`config.mk`:
```
export PLATFORM = sky130hd
export DESIGN_NAME = alu_ctrl
export DESIGN_NICKNAME = d
export VERILOG_FILES = /design/src/rtl/alu_ctrl_pkg.sv /design/src/rtl/alu_ctrl_decode.sv /design/src/rtl/alu_ctrl.sv
export SDC_FILE = /design/constraint.sdc
export NUM_CORES = 1
export LEC_CHECK = 0
export BUFFER_PORTS_ARGS = -buffer_cell sky130_fd_sc_hd__buf_2
export CAP_MARGIN = 20
export CORE_UTILIZATION = 48
export DETAILED_ROUTE_END_ITERATION = 8
export GPL_TIMING_DRIVEN = 0
export PLACE_DENSITY = 0.8
export SYNTH_ARGS = -nofsm -noshare
export SYNTH_HDL_FRONTEND = slang
export SYNTH_SLANG_ARGS = --single-unit
```
`constraint.sdc`:
```
create_clock -name CLK -period 1.93 [get_ports CLK]
set_input_delay 0.2895 -clock CLK [delete_from_list [all_inputs] [get_ports CLK]]
set_output_delay 0.2895 -clock CLK [all_outputs]
set_load 0.01 [all_outputs]
```
`src/rtl/alu_ctrl_pkg.sv`:
```
// Shared constants, FSM encoding and decode record for the alu_ctrl issue/writeback controller.
package alu_ctrl_pkg;

  localparam int DATA_WIDTH     = 32;
  localparam int REG_ADDR_WIDTH = 5;
  localparam int ALU_OPRN_WIDTH = 6;

  localparam logic [5:0] OPC_RTYPE = 6'h00;
  localparam logic [5:0] OPC_ADDI  = 6'h08;
  localparam logic [5:0] OPC_SLTI  = 6'h0a;
  localparam logic [5:0] OPC_ANDI  = 6'h0c;
  localparam logic [5:0] OPC_ORI   = 6'h0d;
  localparam logic [5:0] OPC_LUI   = 6'h0f;
  localparam logic [5:0] OPC_MULI  = 6'h1d;

  localparam logic [5:0] FN_SLL = 6'h01;
  localparam logic [5:0] FN_SRL = 6'h02;
  localparam logic [5:0] FN_ADD = 6'h20;
  localparam logic [5:0] FN_SUB = 6'h22;
  localparam logic [5:0] FN_AND = 6'h24;
  localparam logic [5:0] FN_OR  = 6'h25;
  localparam logic [5:0] FN_NOR = 6'h27;
  localparam logic [5:0] FN_SLT = 6'h2a;
  localparam logic [5:0] FN_MUL = 6'h2c;

  localparam logic [ALU_OPRN_WIDTH-1:0] ALU_NOP = 6'h00;
  localparam logic [ALU_OPRN_WIDTH-1:0] ALU_ADD = 6'h01;
  localparam logic [ALU_OPRN_WIDTH-1:0] ALU_SUB = 6'h02;
  localparam logic [ALU_OPRN_WIDTH-1:0] ALU_MUL = 6'h03;
  localparam logic [ALU_OPRN_WIDTH-1:0] ALU_SRL = 6'h04;
  localparam logic [ALU_OPRN_WIDTH-1:0] ALU_SLL = 6'h05;
  localparam logic [ALU_OPRN_WIDTH-1:0] ALU_AND = 6'h06;
  localparam logic [ALU_OPRN_WIDTH-1:0] ALU_OR  = 6'h07;
  localparam logic [ALU_OPRN_WIDTH-1:0] ALU_NOR = 6'h08;
  localparam logic [ALU_OPRN_WIDTH-1:0] ALU_SLT = 6'h09;

  typedef enum logic [1:0] {
    ST_IDLE   = 2'd0,
    ST_DECODE = 2'd1,
    ST_EXEC   = 2'd2,
    ST_WB     = 2'd3
  } state_t;

  typedef enum logic [1:0] {
    OP2_REG     = 2'd0,
    OP2_IMM     = 2'd1,
    OP2_SIXTEEN = 2'd2
  } op2_sel_t;

  typedef struct packed {
    logic [ALU_OPRN_WIDTH-1:0] oprn;
    logic [REG_ADDR_WIDTH-1:0] dest;
    logic                      op1_imm;
    op2_sel_t                  op2_sel;
    logic [DATA_WIDTH-1:0]     imm;
    logic                      illegal;
  } decode_t;

  function automatic logic [DATA_WIDTH-1:0] sext16(input logic [15:0] v);
    return {{16{v[15]}}, v};
  endfunction

  function automatic logic [DATA_WIDTH-1:0] zext16(input logic [15:0] v);
    return {16'h0000, v};
  endfunction

  function automatic logic [DATA_WIDTH-1:0] zext5(input logic [4:0] v);
    return {27'h0000000, v};
  endfunction

endpackage

```
`src/rtl/alu_ctrl_decode.sv`:
```
// Combinational instruction decode for alu_ctrl; I-type opcodes are decoded only when
// ALU_CTRL_IMM_OPS_EN is defined, otherwise every nonzero opcode is illegal.
module alu_ctrl_decode
  import alu_ctrl_pkg::*;
(
  input  logic [DATA_WIDTH-1:0] instr,
  output decode_t               dec
);

  logic [5:0]  opcode_s;
  logic [5:0]  funct_s;
  logic [4:0]  shamt_s;
  logic [15:0] imm_s;
  logic        unused_fields_s;

  assign opcode_s = instr[31:26];
  assign funct_s  = instr[5:0];
  assign shamt_s  = instr[10:6];
  assign imm_s    = instr[15:0];
  assign unused_fields_s = ^instr[25:16];

  // Map opcode/funct to ALU operation, destination and operand sources.
  always_comb begin
    dec         = '0;
    dec.op2_sel = OP2_REG;
    dec.dest    = instr[15:11];
    dec.illegal = 1'b0;
    case (opcode_s)
      OPC_RTYPE: begin
        case (funct_s)
          FN_ADD: dec.oprn = ALU_ADD;
          FN_SUB: dec.oprn = ALU_SUB;
          FN_MUL: dec.oprn = ALU_MUL;
          FN_AND: dec.oprn = ALU_AND;
          FN_OR:  dec.oprn = ALU_OR;
          FN_NOR: dec.oprn = ALU_NOR;
          FN_SLT: dec.oprn = ALU_SLT;
          FN_SRL: begin
            dec.oprn    = ALU_SRL;
            dec.op2_sel = OP2_IMM;
            dec.imm     = zext5(shamt_s);
          end
          FN_SLL: begin
            dec.oprn    = ALU_SLL;
            dec.op2_sel = OP2_IMM;
            dec.imm     = zext5(shamt_s);
          end
          default: dec.illegal = 1'b1;
        endcase
      end
`ifdef ALU_CTRL_IMM_OPS_EN
      OPC_ADDI: begin
        dec.oprn = ALU_ADD; dec.dest = instr[20:16];
        dec.op2_sel = OP2_IMM; dec.imm = sext16(imm_s);
      end
      OPC_MULI: begin
        dec.oprn = ALU_MUL; dec.dest = instr[20:16];
        dec.op2_sel = OP2_IMM; dec.imm = sext16(imm_s);
      end
      OPC_ANDI: begin
        dec.oprn = ALU_AND; dec.dest = instr[20:16];
        dec.op2_sel = OP2_IMM; dec.imm = zext16(imm_s);
      end
      OPC_ORI: begin
        dec.oprn = ALU_OR; dec.dest = instr[20:16];
        dec.op2_sel = OP2_IMM; dec.imm = zext16(imm_s);
      end
      OPC_SLTI: begin
        dec.oprn = ALU_SLT; dec.dest = instr[20:16];
        dec.op2_sel = OP2_IMM; dec.imm = sext16(imm_s);
      end
      // lui is a left shift of the zero-extended immediate by 16.
      OPC_LUI: begin
        dec.oprn = ALU_SLL; dec.dest = instr[20:16];
        dec.op1_imm = 1'b1; dec.op2_sel = OP2_SIXTEEN; dec.imm = zext16(imm_s);
      end
`endif
      default: dec.illegal = 1'b1;
    endcase
  end

endmodule

```
`src/rtl/alu_ctrl.sv`:
```
// Four-cycle issue/writeback controller in front of a combinational 32-bit ALU.
// Optional I-type decode is enabled by defining ALU_CTRL_IMM_OPS_EN.
module alu_ctrl
  import alu_ctrl_pkg::*;
(
  input  logic                      CLK,
  input  logic                      RST,
  input  logic [DATA_WIDTH-1:0]     INSTR,
  input  logic                      INSTR_VALID,
  output logic                      INSTR_READY,
  output logic [REG_ADDR_WIDTH-1:0] RF_ADDR_R1,
  output logic [REG_ADDR_WIDTH-1:0] RF_ADDR_R2,
  input  logic [DATA_WIDTH-1:0]     RF_DATA_R1,
  input  logic [DATA_WIDTH-1:0]     RF_DATA_R2,
  output logic [DATA_WIDTH-1:0]     ALU_OP1,
  output logic [DATA_WIDTH-1:0]     ALU_OP2,
  output logic [ALU_OPRN_WIDTH-1:0] ALU_OPRN,
  input  logic [DATA_WIDTH-1:0]     ALU_OUT,
  input  logic                      ALU_ZERO,
  output logic                      WB_EN,
  output logic [REG_ADDR_WIDTH-1:0] WB_ADDR,
  output logic [DATA_WIDTH-1:0]     WB_DATA,
  output logic                      WB_ZERO,
  output logic                      ILLEGAL
);

  state_t                    state_r, next_s;
  logic [DATA_WIDTH-1:0]     instr_r;
  decode_t                   dec_s;
  logic                      ready_s, accept_s;
  logic [DATA_WIDTH-1:0]     op1_s, op2_s;
  logic [REG_ADDR_WIDTH-1:0] rf_addr_r1_r, rf_addr_r2_r, wb_addr_r;
  logic [DATA_WIDTH-1:0]     alu_op1_r, alu_op2_r, wb_data_r;
  logic [ALU_OPRN_WIDTH-1:0] alu_oprn_r;
  logic                      wb_en_r, wb_zero_r, illegal_r;

  alu_ctrl_decode u_decode (
    .instr (instr_r),
    .dec   (dec_s)
  );

  // State register.
  always_ff @(posedge CLK) begin
    if (RST) begin
      state_r <= ST_IDLE;
    end else begin
      state_r <= next_s;
    end
  end

  // Next-state logic; an illegal instruction returns straight to IDLE.
  always_comb begin
    next_s = ST_IDLE;
    case (state_r)
      ST_IDLE:   next_s = accept_s ? ST_DECODE : ST_IDLE;
      ST_DECODE: next_s = dec_s.illegal ? ST_IDLE : ST_EXEC;
      ST_EXEC:   next_s = ST_WB;
      ST_WB:     next_s = ST_IDLE;
      default:   next_s = ST_IDLE;
    endcase
  end

  // Handshake: the ILLEGAL pulse cycle still counts as busy.
  always_comb begin
    ready_s  = (state_r == ST_IDLE) && !RST && !illegal_r;
    accept_s = INSTR_VALID && ready_s;
  end

  // Operand selection from register-file data and decoded immediate.
  always_comb begin
    op1_s = dec_s.op1_imm ? dec_s.imm : RF_DATA_R1;
    op2_s = RF_DATA_R2;
    case (dec_s.op2_sel)
      OP2_REG:     op2_s = RF_DATA_R2;
      OP2_IMM:     op2_s = dec_s.imm;
      OP2_SIXTEEN: op2_s = 32'd16;
      default:     op2_s = RF_DATA_R2;
    endcase
  end

  // Datapath registers; pulses default low and are raised only in their state.
  always_ff @(posedge CLK) begin
    if (RST) begin
      instr_r      <= 32'h0000_0000;
      rf_addr_r1_r <= 5'd0;
      rf_addr_r2_r <= 5'd0;
      alu_op1_r    <= 32'h0000_0000;
      alu_op2_r    <= 32'h0000_0000;
      alu_oprn_r   <= ALU_NOP;
      wb_en_r      <= 1'b0;
      wb_addr_r    <= 5'd0;
      wb_data_r    <= 32'h0000_0000;
      wb_zero_r    <= 1'b0;
      illegal_r    <= 1'b0;
    end else begin
      illegal_r  <= 1'b0;
      wb_en_r    <= 1'b0;
      alu_oprn_r <= ALU_NOP;
      case (state_r)
        ST_IDLE: begin
          if (accept_s) begin
            instr_r      <= INSTR;
            rf_addr_r1_r <= INSTR[25:21];
            rf_addr_r2_r <= INSTR[20:16];
          end
        end
        ST_DECODE: begin
          if (dec_s.illegal) begin
            illegal_r <= 1'b1;
          end else begin
            alu_op1_r  <= op1_s;
            alu_op2_r  <= op2_s;
            alu_oprn_r <= dec_s.oprn;
            wb_addr_r  <= dec_s.dest;
          end
        end
        // R0 is hardwired zero, so its writeback is suppressed but the data is kept.
        ST_EXEC: begin
          wb_data_r <= ALU_OUT;
          wb_zero_r <= ALU_ZERO;
          wb_en_r   <= (wb_addr_r != 5'd0);
        end
        ST_WB: begin
          wb_en_r <= 1'b0;
        end
        default: begin
          wb_en_r <= 1'b0;
        end
      endcase
    end
  end

  assign INSTR_READY = ready_s;
  assign RF_ADDR_R1  = rf_addr_r1_r;
  assign RF_ADDR_R2  = rf_addr_r2_r;
  assign ALU_OP1     = alu_op1_r;
  assign ALU_OP2     = alu_op2_r;
  assign ALU_OPRN    = alu_oprn_r;
  assign WB_EN       = wb_en_r;
  assign WB_ADDR     = wb_addr_r;
  assign WB_DATA     = wb_data_r;
  assign WB_ZERO     = wb_zero_r;
  assign ILLEGAL     = illegal_r;

endmodule
```
==> reports/results.ini <==
[floorplanning]
start_util_pct = 49.3
ios = 253
core_um2 = 12000
rows = 40
die_width_um = 113
dieHeight_um = 113
fp.dieArea_um2 = 12800

[drt]
wirelength_um = 15800
wl_met1_um = 6540
ant_nets = 0
wire_per_inst_um = 14.3
dr_wl_met3_um = 1090
via_per_inst = 4.88
drc_errors = 0
top_layer_used = met4
wl_met2_um = 7970
via_count = 5397
dr.first_iter.drc_count = 299
firstDrtPassIters = 4

[worst_setup_path]
worstPathCellList = or4_4 -> nor3_4 -> o31a_4 -> buf_12 -> buf_12 -> mux2i_1
r2r_end = ALU_OP1[13]
cp_top_family = simple AND/OR/NAND/NOR gates
path_class = reg2reg
crit_top_cell = buf_12
timing.rr.start = instr_r[30]
cp_max_fo = 11
crit_arrival_ns = 2.27
critPathLaunchType = register
reg2regPathDepth = 6
cpPeakStageDelay_ns = 0.56
cp.required_ns = 2.27
worstSetupPathDepth = 6
r2r_slack_ns = 0.005
cp_num_buf_inv = 2
slowest_stage = or4_4
endpoint_kind = register

[timing]
min_period_over_period_pct = 99.7
slew_viol_final = 0
finalSetupViolCount = 0
finalCriticalPeriod_ns = 1.92
final.setup.tns_ns = 0
tightest_slew_ns = 0.757
hold_viol_final = 0
max_slew_margin_pct = 49.0
rsz0062_at_grt = true
max_freq_mhz = 520
fin_skew_ns = 0.00479

[yosys]
yosys.cell_types.count = 39
synth_top_area_cell = dfxtp_1
synthSimpleGateAreaFrac_pct = 24.9
synth_area_leaders = dfxtp_1, nand2b_1, mux2i_1
synth_top_family_by_area = simple AND/OR/NAND/NOR gates
yosys_warnings = 0
synth_compound_area_share_pct = 9.47
syn_area_um2 = 5920
syn_area_per_cell_um2 = 8.79
synthCells = 673
yosysSeqAreaShare_pct = 48.0
synthMuxAreaShare_pct = 11.7
synth_top_area_share_pct = 48.0
synthAdderAreaFrac_pct = 0
ys_ff_latch = 142
synth_xor_area_share_pct = 0.296

[power_and_ir_drop]
power.density_nw_per_um2 = 861
peakVddDrop_mv = 0.624
clkPwrFrac_pct = 45.4
p_switching_mw = 1.64
power_frac_seq_pct = 43.9
p_int_mw = 5.32
pwr-share-comb_pct = 10.6
swShare_pct = 23.6
cellLeakagePower_nw = 3.77

[clock_tree]
cts.clk_slew.worst_paths_ns = 0.06
numCtsBuffers = 17
cts_num_sinks = 142
htree_levels = 4
clockBufferDepth = 2
clock_latency_ns = 0.42
root_buffer = clkbuf_16
cts_tree = done

[final_layout]
drive_gt1_share_pct = 34.3
nets = 1079
diodes = 0
area_delta_synth_final_pct = 36.6
post-route-util_pct = 67.3

[hold_path]
hold_depth = 3
hold_path_end = WB_DATA[4]
hold_path_startpoint = ALU_OUT[4]
hold_class = in2reg

[global_routing]
grt_max_degree = 17
grt_pass1_vias = 5087
grtUsageTotal_pct = 24.4
overflow = 0
grt_antenna_before_repair = 0
grt_pass1_wl_um = 24300

[job]
maxCapViolCount = 0

[place]
place.gp.congestion = 0.779
hpwl_um = 11600
port_buffers = 249

[run_status]
outcome = complete, no violations

stage by stage:
| step | cell area [um^2] | hold slack [ns] | std cells | power (mW) | worst slack [ns] |
|---|---|---|---|---|---|
| CTS | 7930 | 0.0913 | 1103 | 6.96 | -0.103 |
| global placement | 7350 | 0.439 | 1070 | 3.80 | -0.305 |
| floorplan | 5920 | 0.425 | 674 | 3.52 | 0.193 |
| detailed placement | 7350 | 0.443 | 1070 | 3.81 | -0.324 |
| finish | 8090 | 0.100 | 1107 | 6.97 | 0.00540 |
| global route | 8090 | 0.0932 | 1107 | 7.21 | -0.0791 |
synthesized netlist by cell type (all sizes together):
cell type and count:
o221ai 5, inv 1, nand4 1, a41oi 1
buf 29, or4 1, nand2 162, dfxtp 142
nor4b 1, nor2b 2, a21boi 1, or3b 1
a211oi 3, nor4 3, o21ai 2, and2 2
conb 1, clkbuf 34, o2111a 1, nor3b 2
nand2b 112, o21bai 5, o22a 1, a21oi 70
nor2 3, o21a 1, nor3 7, o31ai 3
or3 3, o31a 1, xor2 1, a311oi 1
mux2i 69, xnor2 1
cells by family after synthesis:
logic type / count (synthesis)
flops: 142
compound gates: 95
mux: 69
buf+inv: 64
simple gates: 300
other cells: 1
xor+xnor: 2
what timing repair did:
item | 4_1_cts | 5_1_grt
setup buffers | 1 | 3
resized for setup | 0 | 30
pin swaps | 1 | 5
endpoints found under the setup margin | 55 | 114
hold buffers | 0 | 0
cloned | 0 | 1
power by group through the flow:
stage	clock, mW	sequential [mW]	combinational [mW]
floorplan	0	3.13	0.389
global placement	0	3.12	0.686
detailed placement	0	3.12	0.690
CTS	3.20	3.06	0.700
global route	3.33	3.07	0.812
finish	3.16	3.06	0.739
cell usage in the layout (no fill, tap or decap), types with 3 or more instances in the layout:
cell / netlist / layout
buf_2: 11 / 257
nand2_1: 162 / 162
dfxtp_1: 142 / 142
nand2b_1: 112 / 112
a21oi_1: 70 / 69
mux2i_1: 69 / 68
clkbuf_1: 34 / 32
buf_4: 13 / 19
clkbuf_16: 0 / 18
nor3_1: 6 / 6
clkinv_2: 0 / 6
o21bai_1: 5 / 5
o221ai_1: 5 / 5
clkbuf_2: 0 / 4
buf_12: 0 / 3
nor2_1: 3 / 3
tightest hold or removal path, cell delays in order:
cell	delay, ns
buf_2	0.09
nand2_1	0.04
a21oi_1	0.05
sequential cells by signal (all words and copies together) (netlist names), named ones only:
register / flops
WB_ADDR: 5
ILLEGAL: 1
ALU_OP1: 32
ALU_OPRN: 4
ALU_OP2: 32
WB_ZERO: 1
WB_EN: 1
instr_r: 32
state_r: 1
WB_DATA: 32
cell type report:
cell class                      instances  area [um^2]
Buffer                                 63          360
Clock buffer                           21          460
Clock inverter                         11          115
Fill cell                            1018         3930
Inverter                                1         3.75
Multi-Input combinational cell        468         2820
Sequential cell                       142         2840
Tap cell                              147          184
Timing Repair Buffer                  254         1300
layer usage:
layer | track usage, % | vias up
li1 | - | 2746
met1 | 27.7 | 2444
met2 | 43.0 | 182
met3 | 7.18 | 25
met4 | 9.91 | 0
met5 | 0 | -
worst max-delay path by stage:
| stage | to | from | slack [ns] |
|---|---|---|---|
| final | ALU_OP1[13] | instr_r[30] | 0.005 |
| after global routing | ALU_OP2[11] | instr_r[30] | -0.08 |
| after CTS | ALU_OP2[30] | instr_r[1] | -0.10 |
| after detailed placement | instr_r[21] | RST | -0.32 |
| after global placement | WB_DATA[26] | RST | -0.30 |
| after floorplan | ALU_OP1[10] | instr_r[29] | 0.19 |
Power figures use the tool's default switching activity.
